## src/rtl/bin2bcd_pkg.sv

```systemverilog
// Shared types and constants for the binary-to-BCD converter.
// Default widths match the 20-bit BCD input of the display driver.
package bin2bcd_pkg;

    typedef enum logic {
        IDLE,
        SHIFT
    } state_t;

    localparam logic [3:0] BCD_ADJ_THRESH = 4'd5;
    localparam logic [3:0] BCD_ADJ_ADD    = 4'd3;

    localparam int DEF_BIN_W  = 16;
    localparam int DEF_DIGITS = 5;
    localparam int DEF_BCD_W  = 4 * DEF_DIGITS;

endpackage

```

## src/rtl/bin2bcd_conv_add3.sv

```systemverilog
// Double-dabble digit cell: adds 3 to a BCD digit of 5 or more.
module bcd_add3
    import bin2bcd_pkg::*;
(
    input  logic [3:0] d,
    output logic [3:0] q
);

    assign q = (d >= BCD_ADJ_THRESH) ? d + BCD_ADJ_ADD : d;

endmodule

```

## src/rtl/bin2bcd_conv.sv

```systemverilog
// Sequential double-dabble converter, one shift-and-adjust step per clock.
// bcd only updates on the final step so the display never sees partial digits.
module bin2bcd_conv
    import bin2bcd_pkg::*;
#(
    parameter int BIN_W  = DEF_BIN_W,
    parameter int DIGITS = DEF_DIGITS,
    parameter int AUTO   = 0
) (
    input  logic                  clk,
    input  logic                  reset,
    input  logic                  start,
    input  logic [BIN_W-1:0]      bin,
    output logic                  busy,
    output logic                  valid,
    output logic [4*DIGITS-1:0]   bcd
);

    localparam int CNT_W = (BIN_W > 1) ? $clog2(BIN_W) : 1;
    localparam int BCD_W = 4 * DIGITS;
    localparam logic [CNT_W-1:0] LAST = CNT_W'(BIN_W - 1);

    state_t             state;
    logic [CNT_W-1:0]   cnt;
    logic [BIN_W-1:0]   sh;
    logic [BIN_W-1:0]   last_bin;
    logic [BCD_W-1:0]   scratch;
    logic [BCD_W-1:0]   adj;
    logic [BCD_W-1:0]   scratch_nxt;
    logic               launch;

    for (genvar g = 0; g < DIGITS; g++) begin : g_adj
        bcd_add3 u_add3 (
            .d (scratch[4*g +: 4]),
            .q (adj[4*g +: 4])
        );
    end

    assign scratch_nxt = {adj[BCD_W-2:0], sh[BIN_W-1]};

    // In AUTO mode start is ignored; a new operand value is the trigger.
    assign launch = (AUTO != 0) ? (bin != last_bin) : start;

    always_ff @(posedge clk) begin
        if (reset) begin
            state    <= IDLE;
            cnt      <= '0;
            sh       <= '0;
            scratch  <= '0;
            last_bin <= '0;
            busy     <= 1'b0;
            valid    <= 1'b0;
            bcd      <= '0;
        end else begin
            valid <= 1'b0;
            case (state)
                IDLE: begin
                    if (launch) begin
                        sh       <= bin;
                        scratch  <= '0;
                        cnt      <= '0;
                        last_bin <= bin;
                        busy     <= 1'b1;
                        state    <= SHIFT;
                    end
                end
                SHIFT: begin
                    scratch <= scratch_nxt;
                    sh      <= {sh[BIN_W-2:0], 1'b0};
                    cnt     <= cnt + 1'b1;
                    if (cnt == LAST) begin
                        bcd   <= scratch_nxt;
                        valid <= 1'b1;
                        busy  <= 1'b0;
                        state <= IDLE;
                    end
                end
                default: state <= IDLE;
            endcase
        end
    end

endmodule

```

## config.mk

```make
export PLATFORM = sky130hd
export DESIGN_NAME = bin2bcd_conv
export DESIGN_NICKNAME = d
export VERILOG_FILES = /design/src/rtl/bin2bcd_pkg.sv /design/src/rtl/bin2bcd_conv_add3.sv /design/src/rtl/bin2bcd_conv.sv
export SDC_FILE = /design/constraint.sdc
export NUM_CORES = 1
export LEC_CHECK = 0
export BUFFER_PORTS_ARGS = -buffer_cell sky130_fd_sc_hd__buf_2
export CAP_MARGIN = 5
export CORE_MARGIN = 5
export CORE_UTILIZATION = 40
export CTS_BUF_LIST = sky130_fd_sc_hd__clkbuf_4
export CTS_CLUSTER_DIAMETER = 80
export CTS_CLUSTER_SIZE = 12
export DETAILED_ROUTE_END_ITERATION = 8
export HOLD_SLACK_MARGIN = 0.03
export PLACE_DENSITY = 0.71
export SLEW_MARGIN = 20
export SYNTH_ARGS = -nofsm -noshare
export SYNTH_HDL_FRONTEND = slang
export SYNTH_HIERARCHICAL = 1
export SYNTH_SLANG_ARGS = --single-unit
```

## constraint.sdc

```tcl
create_clock -name clk -period 1.8 [get_ports clk]
set_input_delay 0.09 -clock clk [delete_from_list [all_inputs] [get_ports clk]]
set_output_delay 0.09 -clock clk [all_outputs]
set_load 0.05 [all_outputs]
```

# Word-level counts from Yosys, hierarchy flattened
# Index checks and enable logic that the tools add are counted.
# word_totals
inputBits	19
mem_count	0
elab_cells	43
mem_bits_ro	0
out_inout_bits	22
latch_bits	0
regBits	63
ramBits	0
# classes
n_reduce_logical	3
magnitude_cmp	5
mul	0
n_eq_ne	3
n_div	0
n_mux	18
shift	0
add_sub_neg	6
bitwise_logic	1
# ops
op	count
one-hot mux 20 bit (2 select lines)	1
one-hot mux 16 bit (2 select lines)	1
>= comparator 4 x 3 -> 1 bit, second input constant	5
two-way mux 20 bit	1
two-way mux 4 bit	5
adder 4 x 2 -> 4 bit, second input constant	4
two-way mux 16 bit	1
one-hot mux 4 bit (2 select lines)	1
two-way mux 1 bit	5
adder 4 x 1 -> 4 bit, second input constant	1
== test 4 bit, second input constant	1
one-hot mux 1 bit (2 select lines)	2
AND reduction 2 bit	2
adder 3 x 2 -> 3 bit, second input constant	1
two-way mux 3 bit	1
inequality test 2 x 1 -> 1 bit, second input constant	1
inequality test 2 bit, second input constant	1
OR reduction 2 bit	1
NOT 1 bit	1

# Logic depth before layout (Yosys ltp)
# Gate-level depths: netlist of run 1.
# logic_depth
ltp_word	3
depth_mapped	7

# Modules after synthesis
# Netlist of run 1, hierarchy kept.
# by_module_without_submodules
mod	cells_per_inst	area_per_inst_um2	instances
bin2bcd_conv	291	2508.7	1
bcd_add3	16	101.3	5

# Worst setup path after synthesis of run 1
# No wires, ideal clock.
# synth_timing
kind	register -> register
from	reg scratch[9]
to	reg bcd[10]
stages_incl_launch_ff	8
setup_slack_ns	0.463
t_arrival_ns	1.270
t_required_ns	1.733
synth_period_minus_slack_ns	1.337
setup_time_ns	0.067
cell_sequence	dfxtp_1 -> inv_1 -> ha_1 -> nand2b_1 -> a21oi_2 -> mux2i_1 -> nand2_1 -> a21oi_2
# synth_between
elab_chain_len	2
elab_cells_between_ends	3
# synth_lines
item	line_no	text
start, declared	bin2bcd_conv.sv:27	logic [BCD_W-1:0] scratch;
start signal, assigned	bin2bcd_conv.sv:68	scratch <= scratch_nxt;
adder 4 x 2 -> 4 bit / >= comparator 4 x 3 -> 1 bit (equally long branches)	bin2bcd_conv_add3.sv:9	assign q = (d >= BCD_ADJ_THRESH) ? d + BCD_ADJ_ADD : d;
two-way mux 4 bit (*)	bin2bcd_conv_add3.sv:9	
named net adj[9]	bin2bcd_conv.sv:28	logic [BCD_W-1:0] adj;
end signal, assigned	bin2bcd_conv.sv:72	bcd <= scratch_nxt;
end, declared	bin2bcd_conv.sv:16	output logic [4*DIGITS-1:0] bcd
# The timed path passes the listed nets; every way through them passes the cells marked *.
# A chain may end at the register's enable or synchronous reset.

# Worst setup path after layout of run 1
# layout_timing
from	reg scratch[13]
to	reg bcd[14]
# Same word-level chain as after synthesis.

==> results_dict.tcl, run 1 <==
set metrics [dict create \
    status "completed" \
    post_drt_via_cell_ratio 4.87 \
    postPlaceCellArea_mm2 0.00324 \
    ys_warn_count 6 \
    synth_nets 397 \
    rsz0062_at_grt "false" \
    antenna_left 0 \
    grt-ovfl-total 0 \
    cp_cell_sequence "inv_1 -> ha_1 -> nand2b_1 -> a21oi_2 -> mux2i_1 -> nand2_1 -> a21oi_1" \
    cts_tree "built" \
    fp.dieArea_mm2 0.00932 \
    syn_area_mm2 0.00300 \
    htreeDepth 3 \
    use_met3_pct 4.49 \
    cp-end-kind "register" \
    num_antenna_cells 0 \
    dr_total_vias 2466 \
    numPortBuffers 40 \
    grt_pass1_vias 2281 \
    finalHoldViolCount 0 \
    antenna_found_initial 0 \
    drt-total-wl_mm 6.02 \
    setup_viol 0 \
    fill_cells 742 \
    syn_inst 367 \
    critPathLaunchType "register" \
    track_usage_pct 13.8 \
    cp_slowest_stage_delay_ps 350 \
    criticalPathCategory "register to register" \
    drive_above_1_share_pct 21.4 \
    hpwl_mm 3.93 \
    start_util_pct 41.3 \
    avgSynthCellArea_um2 8.16 \
    fin_setup_tns_ps 0 \
    clock-sinks 63 \
    fin_crit_ps 1520 \
    root_buffer "clkbuf_4" \
    worstPathBufferInverterCount 1 \
    cts-resized-gates 0 \
    use_met1_pct 16.6 \
    clock_skew_ps 20.2 \
    worst_path_max_delay_cell "dfxtp_1" \
    grt_max_degree 64 \
    cp.required_ps 2130 \
    relSlewSlack_pct 68.6 \
    clock_path_buffers 2 \
    drc_errors 0 \
    die_h_um 96.5 \
    areaGrowthSynthToFinish_pct 14.0 \
    grt_util_met2_pct 22.9 \
    drv_slew 0 \
    mostFrequentLayoutCells "89 x nand2_1, 62 x dfxtp_1, 58 x a21oi_1, 40 x buf_2, 29 x nor2_1" \
    clk_latency_ps 410 \
    fmax_mhz 659 \
    holdWs_ps 67.2 \
    ff_latch_area_mm2 0.00126 \
    gp_congestion 0.768 \
    cts_inserted_buffers 9 \
    tightest_slew_ps 471 \
    post-route-period-util_pct 84.4 \
    clk_pin_slew_ps 120 \
    finalInstanceArea_mm2 0.00341 \
    path_delay_family "flip-flops" \
    core_area_mm2 0.00725 \
    worstHoldPathType "primary input to register" \
    grt_pass1_wl_mm 10.0 \
    powerDensity_mw_per_mm2 805 \
    dieWidth_um 96.5 \
    drtIter0Drc 132 \
    power.leakage_nw 1.36 \
    num_rows 31 \
    cp_max_fo 3 \
    busiest_layer "met2" \
    final_common_cell "nand2_1" \
    io_pins 41 \
    cp_data_arrival_time_ps 1850 \
    wl_per_cell_um 11.9 \
    dr.pass1.iters 4 \
    multiInputGateArea_mm2 0.00154 \
    ir_drop_mv 0.436 \
    maxCapViolations 0 \
    num-nets-final 432 \
]
[metrics by stage]
step	util (%)	cells	setup WS, ps	power [mW]
after floorplan	-	367	463	1.62
after global placement	44.7	489	413	1.66
after detailed placement	44.7	489	341	1.66
after CTS	47.1	506	285	2.78
after global routing	47.1	506	116	2.87
final	47.1	506	282	2.75
[final cells by class]
cell class	instances	area share, %
Timing Repair Buffer	47	8.21
Tap cell	99	3.63
Sequential cell	63	37.0
Multi-Input combinational cell	269	45.0
Clock inverter	7	2.86
Inverter	12	1.32
Clock buffer	9	1.98
[where the power goes]
part,switching [mW],leakage [nW],internal (mW)
Sequential,0.0217,0.511,1.42
Combinational,0.107,0.770,0.0800
Clock,0.553,0.0821,0.564
[what timing repair did]
| item | 4_1_cts | 5_1_grt |
|---|---|---|
| setup buffers | 0 | 0 |
| hold endpoints to repair | 1 | 0 |
| hold buffers | 1 | 0 |
[flip-flops by register name, indices dropped and copies added (netlist names)]
signal   flops
scratch     20
sh          16
busy         1
valid        1
bcd         20
cnt          4
state        1
[final timing paths]
path | startpoint | endpoint | slack (ps) | depth (start not counted)
setup / recovery | scratch[13]$_SDFFE_PP0P_ | bcd[14]$_SDFFE_PP0P_ | 280 | 7
hold / removal | bin[10] | sh[10]$_SDFFE_PP0P_ | 70 | 4
hold reg to reg | bcd[3]$_SDFFE_PP0P_ | bcd[3]$_SDFFE_PP0P_ | 460 | 2
setup reg to reg | scratch[13]$_SDFFE_PP0P_ | bcd[14]$_SDFFE_PP0P_ | 280 | 7
[worst register-to-register path: stages (launching register included)]
cell and delay, ps:
dfxtp_1 350, inv_1 70, ha_1 170, nand2b_1 180, a21oi_2 230, mux2i_1 260
nand2_1 70, a21oi_1 110
[per-layer routing]
layer	vias up	part of all wire, %
met5	-	0
met4	0	1.2
met3	5	4.9
met2	35	47
met1	1132	47
li1	1294	-
(Power assumes the default switching activity.)
==> inputs of run 2 (changes only) <==
Settings changed: ABC_AREA set to 1.
Clock period 1.8 ns to 1.42 ns, I/O delays scaled along.
==> run 2 against run 1 <==
Net effect: worst setup slack worse by 220 ps; hold slack better by 14 ps; count of clock-buffer cells in the layout is 2 higher; design area grew 13%; synthesized area increased by 3.6%; largest cell class unchanged; highest routed layer unchanged.
==> results_dict.tcl, run 2 <==
set metrics [dict create \
    status "completed" \
    grt_max_degree 29 \
    hpwl_mm 4.69 \
    critPathLaunchType "register" \
    powerDensity_mw_per_mm2 905 \
    ir_drop_mv 0.730 \
    core_area_mm2 0.00765 \
    cp-end-kind "register" \
    fmax_mhz 735 \
    setup_viol 0 \
    fp.dieArea_mm2 0.00962 \
    final_common_cell "nand2_1" \
    placedCellCount 578 \
    grt_pass1_wl_mm 12.3 \
    ff_latch_area_mm2 0.00128 \
    relSlewSlack_pct 80.2 \
    cp_data_arrival_time_ps 1700 \
    fill_cells 733 \
    drtIter0Drc 217 \
    ys_warn_count 6 \
    maxCapViolations 0 \
    swShare_pct 23.6 \
    drive_above_1_share_pct 23.8 \
    dieWidth_um 98.1 \
    tightest_slew_ps 297 \
    areaGrowthSynthToFinish_pct 24.3 \
    clk_latency_ps 410 \
    p_seq_share_pct 52.3 \
    start_util_pct 40.6 \
    track_usage_pct 15.5 \
    clock-sinks 63 \
    die_h_um 98.1 \
    clock_skew_ps 14.6 \
    num_rows 32 \
    fin_util_pct 50.4 \
    grt_pass1_vias 2833 \
    antenna_found_initial 0 \
    avgSynthCellArea_um2 6.95 \
    clock_path_buffers 2 \
    multiInputGateArea_mm2 0.00160 \
    top_regs "bcd: 20 flops, scratch: 20 flops, sh: 16 flops" \
    worstHoldPathType "primary input to register" \
    synth_nets 476 \
    numPortBuffers 40 \
    syn_area_mm2 0.00310 \
    mostFrequentLayoutCells "145 x nand2_1, 74 x nand3_1, 53 x dfxtp_1, 40 x buf_2, 34 x inv_1" \
    holdWs_ps 81.6 \
    pwr-share-comb_pct 8.5 \
    dr_total_vias 2965 \
    post_drt_via_cell_ratio 4.82 \
    rsz0062_at_grt "true" \
    syn_inst 446 \
    post-route-period-util_pct 95.8 \
    totalPowerFinal_mw 3.49 \
    cts_tree "built" \
    fin_setup_tns_ps 0 \
    cp_max_fo 4 \
    fin_crit_ps 1360 \
    wl_per_cell_um 11.6 \
    gp_congestion 0.911 \
    drc_errors 0 \
    finalHoldViolCount 0 \
    drv_slew 0 \
    layout.cells.non_filler 615 \
    cp.required_ps 1760 \
    io_pins 41 \
    power.leakage_nw 1.76 \
    clkPwrFrac_pct 39.3 \
    num-nets-final 538 \
    p_sw_uw 825 \
    num_antenna_cells 0 \
    antenna_left 0 \
    clk_pin_slew_ps 100 \
    htreeDepth 3 \
    root_buffer "clkbuf_4" \
    criticalPathCategory "register to register" \
    dr.pass1.iters 4 \
    cts_inserted_buffers 9 \
    drt-total-wl_mm 7.13 \
    internal_power_mw 2.66 \
    grt-ovfl-total 0 \
]
run 2: changes by cell type in the layout (fill, tap and decap cells not counted), sizes merged, moves of 12 or more:
cell | before | now
nand2 | 89 | 151
inv | 12 | 41
dlygate4sd3 | 1 | 17
nor3b | 21 | 0
buf | 46 | 58
nand3 | 1 | 74
mux2 | 15 | 0
a21oi | 65 | 29
run 2: per-stage QoR:
stage / instance area, um^2 / setup slack (ps)
floorplan: 3100 / 206
global placement: 3450 / 119
detailed placement: 3450 / 69.1
CTS: 3770 / 36.6
global route: 3860 / -34.7
finish: 3860 / 59.7
run 2: worst paths after layout:
kind / from / end / slack [ps] / depth (start not counted)
max: scratch[9]$_SDFFE_PP0P_ / scratch[10]$_SDFFE_PP0P_ / 60 / 9
min: start / cnt[2]$_SDFFE_PP0P_ / 80 / 4
max reg2reg: scratch[9]$_SDFFE_PP0P_ / scratch[10]$_SDFFE_PP0P_ / 60 / 9
min reg2reg: bcd[13]$_SDFFE_PP0P_ / bcd[13]$_SDFFE_PP0P_ / 460 / 2
run 2: cell type report:
| cell class | instances | area share [%] |
|---|---|---|
| repair buffers | 75 | 14.1 |
| clock buffers | 11 | 2.14 |
| flip-flops and latches | 63 | 33.2 |
| clock inverters | 5 | 1.88 |
| multi-input cells | 318 | 41.4 |
| inverters | 41 | 3.99 |
| well taps | 102 | 3.31 |
run 2: worst max-delay path, cell delays in order (launching register included):
cell,delay [ps]
dfxtp_2,360
inv_1,80
ha_1,180
nand2_1,70
nand2_2,70
nor2_4,160
nand2_1,100
o21ai_2,80
nand2_1,60
a21oi_1,140
run 2: what timing repair did:
action / CTS / global route
hold buffers: 17 / 0
endpoints found under the hold margin: 18 / 0
setup buffers: 0 / 4
endpoints found under the setup margin: 0 / 26
gates resized for setup: 0 / 22
run 2: power groups by stage:
stage | Sequential (mW) | Clock [mW] | Combinational (mW)
2_1_floorplan | 1.87 | 0 | 0.170
3_3_place_gp | 1.87 | 0 | 0.254
3_5_place_dp | 1.87 | 0 | 0.258
4_1_cts | 1.83 | 1.41 | 0.293
5_1_grt | 1.83 | 1.48 | 0.334
6_report | 1.82 | 1.37 | 0.296
run 2: metal layers:
metal / share of wire (%) / vias up / global-route usage [%] / wire length [um]
li1: - / 1543 / - / -
met1: 43 / 1334 / 18.1 / 3080
met2: 50 / 82 / 26.5 / 3550
met3: 6.3 / 6 / 5.57 / 447
met4: 0.77 / 0 / 5.11 / 55
met5: 0 / - / 0 / 0
==> inputs of run 3 (changes only) <==
Settings changed: ABC_AREA 1 to not set, CTS_CLUSTER_DIAMETER 80 to 50, SETUP_SLACK_MARGIN set to 0.02.
==> run 3 against run 2 <==
Net effect: global-route usage fell by 0.55 points; non-clock buffer count down 12; first-iteration DRC count decreased by 23%; design area shrank 0.71%; cell count fell by 15%; hold slack lost 26 ps; maximum frequency shrank 7.2%; critical endpoint is now bcd[6]$_SDFFE_PP0P_; sequential share of layout area grew 0.47 points; routed wire length grew 0.13%; largest power group unchanged; the run now ends with setup timing left; worst setup slack worse by 110 ps; combinational power down 14%; register-to-register slack got worse by 110 ps; largest cell class unchanged.
==> results_dict.tcl, run 3 (same netlist as run 1, synthesis figures left out) <==
set metrics [dict create \
    status "finished, violations left" \
    violations "setup timing" \
    place_ws_ps -91.7 \
    cp_max_fo 3 \
    clock_skew_ps 14.2 \
    drc_errors 0 \
    finalInstanceArea_mm2 0.00383 \
    root_buffer "clkbuf_4" \
    worst_slack_ps -45.4 \
    grt_pass1_wl_mm 10.9 \
    ir_drop_mv 0.353 \
    p_sw_uw 807 \
    core_area_mm2 0.00725 \
    internal_power_mw 2.46 \
    num_antenna_cells 0 \
    dr_total_vias 2612 \
    cp.required_ps 1780 \
    cp-end-kind "register" \
    criticalPathCategory "register to register" \
    maxCapViolations 0 \
    cts_inserted_buffers 9 \
    relSlewSlack_pct 67.2 \
    clkPwrFrac_pct 36.6 \
    io_pins 41 \
    hpwl_mm 4.05 \
    post-route-period-util_pct 103 \
    cts_tree "built" \
    antenna_left 0 \
    fin_setup_tns_ps -105 \
    drv_slew 0 \
    drive_above_1_share_pct 35.1 \
    clk_pin_slew_ps 110 \
    areaGrowthSynthToFinish_pct 27.8 \
    power.leakage_nw 1.48 \
    totalPowerFinal_mw 3.27 \
    num-nets-final 449 \
    dieWidth_um 96.5 \
    fin_util_pct 52.8 \
    finalHoldViolCount 0 \
    swShare_pct 24.7 \
    dr.pass1.iters 4 \
    antenna_found_initial 0 \
    track_usage_pct 15.0 \
    setup_viol 6 \
    gp_congestion 0.761 \
    grt_pass1_vias 2481 \
    drtIter0Drc 167 \
    fp.dieArea_mm2 0.00932 \
    top_regs "bcd: 20 flops, scratch: 20 flops, sh: 16 flops" \
    pwr-share-comb_pct 7.8 \
    grt-ovfl-total 0 \
    placedCellCount 494 \
    tightest_slew_ps 492 \
    fin_crit_ps 1470 \
    final_common_cell "nand2_1" \
    holdWs_ps 55.4 \
    clk_latency_ps 420 \
    rsz0062_at_grt "true" \
    critPathLaunchType "register" \
    grt_max_degree 64 \
    numPortBuffers 40 \
    p_seq_share_pct 55.5 \
    powerDensity_mw_per_mm2 854 \
    wl_per_cell_um 13.7 \
    clock_path_buffers 2 \
    num_rows 31 \
    drt-total-wl_mm 7.14 \
    mostFrequentLayoutCells "89 x nand2_1, 55 x a21oi_1, 52 x dfxtp_1, 40 x buf_2, 29 x nor2_1" \
    fmax_mhz 682 \
    start_util_pct 41.3 \
    worstHoldPathType "primary input to register" \
    clock-sinks 63 \
    htreeDepth 3 \
    postPlaceCellArea_mm2 0.00328 \
    post_drt_via_cell_ratio 4.99 \
    layout.cells.non_filler 523 \
    die_h_um 96.5 \
    cp_data_arrival_time_ps 1820 \
]
-- run 3: final cells by class --
class                      instances  area [um^2]
fill                             707         3420
tap                               99          124
clock buffer                      11         82.6
clock inverter                     5         48.8
sequential                        63         1290
timing repair buffer              63          408
inverter                          12         57.6
multi-input combinational        270         1820
-- run 3: layer usage --
layer  GRT usage [%]  up-vias  routed length [um]
met5               0        -                   0
met3            4.49       12                 342
met1            17.6     1226                3110
li1                -     1326                   -
met2            24.7       48                3520
met4            7.59        0                 165
-- run 3: worst paths after layout --
kind,startpoint,to,slack [ps],depth (start not counted)
setup / recovery,scratch[5]$_SDFFE_PP0P_,bcd[6]$_SDFFE_PP0P_,-50,7
hold / removal,bin[6],sh[6]$_SDFFE_PP0P_,60,4
setup reg to reg,scratch[5]$_SDFFE_PP0P_,bcd[6]$_SDFFE_PP0P_,-50,7
hold reg to reg,sh[3]$_SDFFE_PP0P_,sh[4]$_SDFFE_PP0P_,450,2
-- run 3: power groups by stage --
stage	clock, mW	combinational (mW)	sequential (mW)
finish	1.20	0.256	1.82
global route	1.34	0.282	1.82
CTS	1.23	0.252	1.83
detailed placement	0	0.247	1.87
global placement	0	0.242	1.86
floorplan	0	0.183	1.87
-- run 3: timing repair --
item                                    in CTS  in global routing
hold endpoints to repair                     1                  0
endpoints found under the setup margin      17                 27
pin swaps                                    7                 19
gates cloned                                 0                  1
buffers inserted                             3                  8
hold buffers                                 1                  0
resized for setup                           21                 55
-- run 3: worst max-delay path: stages, from the launching register on --
cell	delay [ps]
dfxtp_2	370
inv_4	50
ha_4	150
nand2b_4	140
a21oi_4	160
mux2i_2	290
nand2_1	90
a21oi_1	150
